File: config.mk
export PLATFORM = sky130hd
export DESIGN_NAME = nonce_dispatcher
export DESIGN_NICKNAME = d
export VERILOG_FILES = /design/src/rtl/nonce_dispatcher.sv
export SDC_FILE = /design/constraint.sdc
export NUM_CORES = 1
export LEC_CHECK = 0
export CELL_PAD_IN_SITES_DETAIL_PLACEMENT = 0
export CELL_PAD_IN_SITES_GLOBAL_PLACEMENT = 2
export CORE_MARGIN = 5
export CORE_UTILIZATION = 35
export CTS_CLUSTER_DIAMETER = 40
export DETAILED_ROUTE_END_ITERATION = 12
export PLACE_DENSITY = 0.77
export SYNTH_ARGS = -nofsm -noshare
export SYNTH_HDL_FRONTEND = slang
export SYNTH_SLANG_ARGS = --single-unit
File: constraint.sdc
create_clock -name clk_clk -period 4.5 [get_ports clk_clk]
set_clock_uncertainty 0.05 [all_clocks]
set_input_delay 0.9 -clock clk_clk [delete_from_list [all_inputs] [get_ports clk_clk]]
set_output_delay 0.9 -clock clk_clk [all_outputs]
set_load 0.05 [all_outputs]
File: src/rtl/nonce_dispatcher.sv
// Hands out 2^CHUNK_LOG2-nonce ranges to idle hash cores in round-robin order and
// funnels the cores' found nonces, lowest core first, into an ordered result FIFO.
module nonce_dispatcher #(
    parameter int NUM_CORES  = 4,
    parameter int CHUNK_LOG2 = 20,
    parameter int FIFO_DEPTH = 4,
    localparam int IDX_W     = (NUM_CORES > 1) ? $clog2(NUM_CORES) : 1
) (
    input  logic                   clk_clk,
    input  logic                   reset_reset_n,
    input  logic                   job_start,
    input  logic                   job_stop,
    input  logic [31:0]            nonce_base,
    input  logic [31:0]            nonce_limit,
    input  logic [NUM_CORES-1:0]   core_req,
    output logic [NUM_CORES-1:0]   core_grant,
    output logic [31:0]            core_nonce_start,
    output logic [31:0]            core_nonce_end,
    input  logic [NUM_CORES-1:0]   core_found,
    input  logic [32*NUM_CORES-1:0] core_found_nonce,
    output logic                   res_valid,
    input  logic                   res_ready,
    output logic [31:0]            res_nonce,
    output logic [IDX_W-1:0]       res_core,
    output logic                   busy,
    output logic                   done,
    output logic                   overflow
);

    localparam int PTR_W = (FIFO_DEPTH > 1) ? $clog2(FIFO_DEPTH) : 1;
    localparam int CNT_W = $clog2(FIFO_DEPTH + 1);
    localparam logic [32:0] CHUNK = 33'(1) << CHUNK_LOG2;

    typedef enum logic [1:0] {IDLE, DISPATCH, DRAIN} state_e;

    function automatic logic [IDX_W-1:0] wrap_idx(input int v);
        return IDX_W'(v % NUM_CORES);
    endfunction

    function automatic logic [PTR_W-1:0] ptr_inc(input logic [PTR_W-1:0] p);
        return (p == PTR_W'(FIFO_DEPTH - 1)) ? '0 : p + 1'b1;
    endfunction

    state_e                       state_q, state_d;
    logic [31:0]                  next_nonce_q, next_nonce_d;
    logic [31:0]                  limit_q, limit_d;
    logic [IDX_W-1:0]             rr_ptr_q, rr_ptr_d;
    logic [NUM_CORES-1:0]         grant_q, grant_d;
    logic [31:0]                  start_q, start_d;
    logic [31:0]                  end_q, end_d;
    logic                         done_q, done_d;
    logic                         overflow_q, overflow_d;
    logic [NUM_CORES-1:0][1:0]    mask_cnt_q, mask_cnt_d;

    logic [NUM_CORES-1:0]         pend_valid_q, pend_valid_d;
    logic [NUM_CORES-1:0][31:0]   pend_nonce_q, pend_nonce_d;
    logic [31:0]                  fifo_nonce_q [FIFO_DEPTH];
    logic [IDX_W-1:0]             fifo_core_q  [FIFO_DEPTH];
    logic [PTR_W-1:0]             wr_ptr_q, rd_ptr_q;
    logic [CNT_W-1:0]             fifo_cnt_q, fifo_cnt_d;

    logic [NUM_CORES-1:0]         masked, eligible;
    logic                         gnt_found;
    logic [IDX_W-1:0]             gnt_idx;
    logic [32:0]                  nonce_sum, chunk_last;
    logic                         exhausted, job_clear_ovf;
    logic [NUM_CORES-1:0][31:0]   found_nonce;
    logic                         pend_any, fifo_full, fifo_push, fifo_pop, drop;
    logic [IDX_W-1:0]             pend_sel;

    assign found_nonce = core_found_nonce;

    // A just-granted core keeps core_req high for a couple of cycles before it reacts.
    always_comb begin
        for (int i = 0; i < NUM_CORES; i++) begin
            masked[i] = (mask_cnt_q[i] != 2'd0);
        end
        eligible = core_req & ~masked;
    end

    // NOTE: every variable written in always_comb gets a default first, otherwise a
    // path that skips the assignment infers a latch.
    always_comb begin
        gnt_found = 1'b0;
        gnt_idx   = '0;
        for (int k = 0; k < NUM_CORES; k++) begin
            if (!gnt_found && eligible[wrap_idx(int'(rr_ptr_q) + k)]) begin
                gnt_found = 1'b1;
                gnt_idx   = wrap_idx(int'(rr_ptr_q) + k);
            end
        end
    end

    // 33-bit sum so a range ending at 0xFFFFFFFF is seen as the last one, not a wrap.
    assign nonce_sum  = {1'b0, next_nonce_q} + CHUNK;
    assign chunk_last = nonce_sum - 33'd1;
    assign exhausted  = nonce_sum[32] || (nonce_sum[31:0] > limit_q);

    always_comb begin
        state_d       = state_q;
        next_nonce_d  = next_nonce_q;
        limit_d       = limit_q;
        rr_ptr_d      = rr_ptr_q;
        grant_d       = '0;
        start_d       = start_q;
        end_d         = end_q;
        done_d        = 1'b0;
        job_clear_ovf = 1'b0;
        case (state_q)
            IDLE: begin
                if (job_start) begin
                    next_nonce_d  = nonce_base;
                    limit_d       = nonce_limit;
                    job_clear_ovf = 1'b1;
                    state_d       = DISPATCH;
                end
            end
            DISPATCH: begin
                if (job_stop) begin
                    state_d = IDLE;
                end else if (next_nonce_q > limit_q) begin
                    state_d = DRAIN;
                end else if (gnt_found) begin
                    grant_d[gnt_idx] = 1'b1;
                    start_d          = next_nonce_q;
                    end_d            = (chunk_last > {1'b0, limit_q}) ? limit_q : chunk_last[31:0];
                    next_nonce_d     = nonce_sum[31:0];
                    rr_ptr_d         = wrap_idx(int'(gnt_idx) + 1);
                    if (exhausted) begin
                        state_d = DRAIN;
                    end
                end
            end
            DRAIN: begin
                if (job_stop) begin
                    state_d = IDLE;
                end else if (&eligible) begin
                    done_d  = 1'b1;
                    state_d = IDLE;
                end
            end
            default: state_d = IDLE;
        endcase
    end

    always_comb begin
        for (int i = 0; i < NUM_CORES; i++) begin
            if (grant_d[i]) begin
                mask_cnt_d[i] = 2'd2;
            end else if (mask_cnt_q[i] != 2'd0) begin
                mask_cnt_d[i] = mask_cnt_q[i] - 2'd1;
            end else begin
                mask_cnt_d[i] = 2'd0;
            end
        end
    end

    always_comb begin
        pend_any = 1'b0;
        pend_sel = '0;
        for (int i = NUM_CORES - 1; i >= 0; i--) begin
            if (pend_valid_q[i]) begin
                pend_any = 1'b1;
                pend_sel = IDX_W'(i);
            end
        end
        fifo_full = (fifo_cnt_q == CNT_W'(FIFO_DEPTH));
        fifo_pop  = (fifo_cnt_q != '0) && res_ready;
        fifo_push = pend_any && (!fifo_full || fifo_pop);

        drop         = 1'b0;
        pend_valid_d = pend_valid_q;
        pend_nonce_d = pend_nonce_q;
        for (int i = 0; i < NUM_CORES; i++) begin
            if (fifo_push && (pend_sel == IDX_W'(i))) begin
                pend_valid_d[i] = 1'b0;
            end
            if (core_found[i]) begin
                if (pend_valid_d[i]) begin
                    drop = 1'b1;
                end else begin
                    pend_valid_d[i] = 1'b1;
                    pend_nonce_d[i] = found_nonce[i];
                end
            end
        end

        overflow_d = job_clear_ovf ? 1'b0 : overflow_q;
        if (drop) begin
            overflow_d = 1'b1;
        end

        case ({fifo_push, fifo_pop})
            2'b10:   fifo_cnt_d = fifo_cnt_q + 1'b1;
            2'b01:   fifo_cnt_d = fifo_cnt_q - 1'b1;
            default: fifo_cnt_d = fifo_cnt_q;
        endcase
    end

    // NOTE: sequential state is assigned with <= so every register samples the
    // pre-edge values of the others, independent of statement order.
    always_ff @(posedge clk_clk) begin
        if (!reset_reset_n) begin
            state_q      <= IDLE;
            next_nonce_q <= '0;
            limit_q      <= '0;
            rr_ptr_q     <= '0;
            grant_q      <= '0;
            start_q      <= '0;
            end_q        <= '0;
            done_q       <= 1'b0;
            overflow_q   <= 1'b0;
            mask_cnt_q   <= '0;
            pend_valid_q <= '0;
            wr_ptr_q     <= '0;
            rd_ptr_q     <= '0;
            fifo_cnt_q   <= '0;
        end else begin
            state_q      <= state_d;
            next_nonce_q <= next_nonce_d;
            limit_q      <= limit_d;
            rr_ptr_q     <= rr_ptr_d;
            grant_q      <= grant_d;
            start_q      <= start_d;
            end_q        <= end_d;
            done_q       <= done_d;
            overflow_q   <= overflow_d;
            mask_cnt_q   <= mask_cnt_d;
            pend_valid_q <= pend_valid_d;
            fifo_cnt_q   <= fifo_cnt_d;
            if (fifo_push) begin
                wr_ptr_q <= ptr_inc(wr_ptr_q);
            end
            if (fifo_pop) begin
                rd_ptr_q <= ptr_inc(rd_ptr_q);
            end
        end
    end

    // NOTE: payload storage has no reset; the valid bits and FIFO count guard every
    // read, so stale contents are never observable.
    always_ff @(posedge clk_clk) begin
        pend_nonce_q <= pend_nonce_d;
        if (fifo_push) begin
            fifo_nonce_q[wr_ptr_q] <= pend_nonce_q[pend_sel];
            fifo_core_q[wr_ptr_q]  <= pend_sel;
        end
    end

    assign core_grant       = grant_q;
    assign core_nonce_start = start_q;
    assign core_nonce_end   = end_q;
    assign res_valid        = (fifo_cnt_q != '0);
    assign res_nonce        = res_valid ? fifo_nonce_q[rd_ptr_q] : '0;
    assign res_core         = res_valid ? fifo_core_q[rd_ptr_q] : '0;
    assign busy             = (state_q != IDLE);
    assign done             = done_q;
    assign overflow         = overflow_q;

endmodule

==> impl_metrics.yaml <==
power_and_ir_drop:
  combPwrFrac: 0.279
  leakage_uw: 0.00942
  peakVddDrop_mv: 0.302
  p_switching_uw: 4960
  p_int_uw: 10300
  power_frac_seq: 0.317
  swShare: 0.324
  clock_power_share: 0.404
  power_density_nw_per_um2: 598
drt:
  route.final.wire_length_mm: 55.0
  met1_length_mm: 25.3
  wl_met3_mm: 3.19
  avgViaCountPerCell: 5.05
  vias: 13500
  drtPass1Iterations: 6
  drt_iter0_drc: 889
  ant_nets: 0
  drc: 0
  wl_per_cell_microns: 20.5
  routed.top_layer: "met5"
  met2_length_mm: 25.5
timing:
  worst_slack_ns: 0.316
  fmax_ghz: 0.239
  worst_slew_pin_slew_ns: 1.08
  hold_viol_final: 0
  setup-violations-final: 0
  fin_crit_ns: 4.18
  period_share: 0.930
  setup_tns_ns: 0
  max-slew-margin-rel: 0.281
  hold_ws_ns: 0.387
  rsz0062_at_grt: "false"
  drv_slew: 0
critical_path:
  worstPathRequired_ns: 4.92
  crit_arrival_ns: 4.60
  critPathLaunchType: "register"
  path_class: "register to register"
  ff2ff_path_depth: 16
  cp_max_fo: 38
  end_kind: "register"
synth:
  syn_area_sq_um: 18600
  synth_edf_count: 264
  synth_cells: 1569
  yosysSeqAreaShare: 0.596
  avgSynthCellArea_sq_um: 11.9
  ys.flop_type: "edfxtp_1"
  yosysWarnings: 0
  synth.distinct_cells: 68
  syn_nets: 1863
  async_flop_share: 0
  synth-seq-cells: 423
clocking:
  cts_hold_buf: 0
  clkTransAtPathRegs_ns: 0.04
  cts_made_buffers: 76
  clock_latency_ns: 0.60
  clk_path_buf_depth: 3
  cts_tree: "yes"
  htree_levels: 3
  cts_root_buffer: "clkbuf_16"
  cts.sinks: 423
grt:
  overflow: 0
  grt_pass1_vias: 13900
  grt.total_usage: 0.186
  grt_max_degree: 71
  grt_pass1_wl_mm: 83.2
  grt_antenna_before_repair: 5
placed_design:
  hpwl_mm: 39.4
  gp_congestion: 0.816
  postPlaceCellArea_sq_um: 22700
  dp_slack_ns: 0.108
  port_buffers: 310
floorplan:
  fp.coreArea_sq_um: 52700
  die_x_microns: 241
  dieArea_sq_um: 58000
  die_y_microns: 241
  start_util: 0.354
  fp-row-count: 84
  io_pins: 311
finish:
  drive_above_1_share: 0.132
  syn_to_final_growth_pct: 37.2
  final_nets: 2219
  stdcell_area_sq_um: 25600
status:
  outcome: "finished clean"
worst_hold_path:
  hold-path-cell-count: 1
  hold_class: "register to register"
flow_run:
  drv_cap: 0
[layout make-up]
type	instances	area, sq um
flip-flops and latches	423	11100
clock inverters	57	822
fillers	4744	27100
repair buffers	363	3560
well taps	688	861
diodes	1	2.50
inverters	58	219
clock buffers	85	1980
multi-input cells	1003	7020
[state kept, by name (all words and copies together) (netlist names), 3 cells and up, named ones only]
name and count:
next_nonce_q 32, core_nonce_start 32, limit_q 32, pend_valid_q 4, fifo_core_q 8, pend_nonce_q 128
mask_cnt_q 8, fifo_nonce_q 128, core_nonce_end 32, core_grant 4, fifo_cnt_q 3
[worst paths after layout]
kind / end / slack [ns] / start
worst max register to register: core_nonce_end[0] / 0.32 / next_nonce_q[21]
worst max-delay path: core_nonce_end[0] / 0.32 / next_nonce_q[21]
worst min register to register: mask_cnt_q[0] / 0.39 / mask_cnt_q[0]
worst min-delay path: mask_cnt_q[0] / 0.39 / mask_cnt_q[0]
[cell families after synthesis]
family / synth area share
AND/OR/NAND/NOR: 0.127
flip-flops: 0.596
AO/OA/AOI/OAI: 0.106
buffers and inverters: 0.0321
adder cells (fa/ha/maj): 0.0601
multiplexers: 0.0605
XOR/XNOR: 0.0178
[power by group through the flow]
stage	clock (uW)	sequential, uW	combinational [uW]
final	6170	4850	4270
after global routing	6470	4900	4600
after CTS	6300	4850	4330
after detailed placement	0	4930	4310
after global placement	0	4910	4280
after floorplan	0	5020	2680
[placed cells by master, fill, tap and decap left out, types with 26 or more instances in the layout]
cell type        count
and2_1              39
clkbuf_16           77
nand2_1            284
o2bb2ai_1           26
inv_1               57
nor2_1              71
a222oi_1            32
a21oi_1            117
dfxtp_1            157
ha_1                87
buf_4               48
clkdlybuf4s50_1    310
mux4_2              34
mux2i_1             33
edfxtp_1           264
o21ai_0             34
[what timing repair did]
action | 4_1_cts | 5_1_grt
endpoints found under the hold margin | 0 | 0
setup endpoints to repair | 0 | 32
gates resized for setup | 0 | 5
setup buffers | 0 | 1
[cell usage after synthesis, drive strengths merged, types with 23 or more instances]
master / n / share of area
edfxtp: 264 / 0.43
and2: 45 / 0.015
nor2: 73 / 0.015
ha: 88 / 0.059
a21oi: 117 / 0.031
o2bb2ai: 26 / 0.012
nor3: 23 / 0.0078
mux4: 34 / 0.041
nand2: 285 / 0.057
a222oi: 32 / 0.017
xnor2: 24 / 0.011
o21ai: 36 / 0.0097
dfxtp: 159 / 0.17
inv: 58 / 0.012
mux2i: 34 / 0.018
clkbuf: 72 / 0.014
[per-stage QoR]
stage / instances / total power [uW] / util
floorplan: 1569 / 7700 / -
global placement: 2534 / 9190 / 0.432
detailed placement: 2534 / 9240 / 0.432
CTS: 2676 / 15500 / 0.485
global route: 2677 / 16000 / 0.486
finish: 2678 / 15300 / 0.486
[layer usage]
layer | global-route usage | vias to the layer above
li1 | - | 6515
met1 | 0.261 | 6599
met2 | 0.292 | 332
met3 | 0.0486 | 76
met4 | 0.0448 | 6
met5 | 0 | -
[critical path, cell delays in order, from the launching register on]
cell	delay [ns]
dfxtp_1	0.40
and3_1	0.31
or4_1	0.49
a211oi_2	0.36
and2_1	0.24
nand3_1	0.12
xnor2_1	0.18
ha_1	0.19
a21o_1	0.15
a21o_1	0.20
a211oi_1	0.23
o211ai_1	0.12
o31ai_1	0.35
nand3_2	0.14
buf_12	0.23
mux2i_1	0.19
o2bb2ai_1	0.08
No activity file was read; power rests on OpenSTA's default activity.
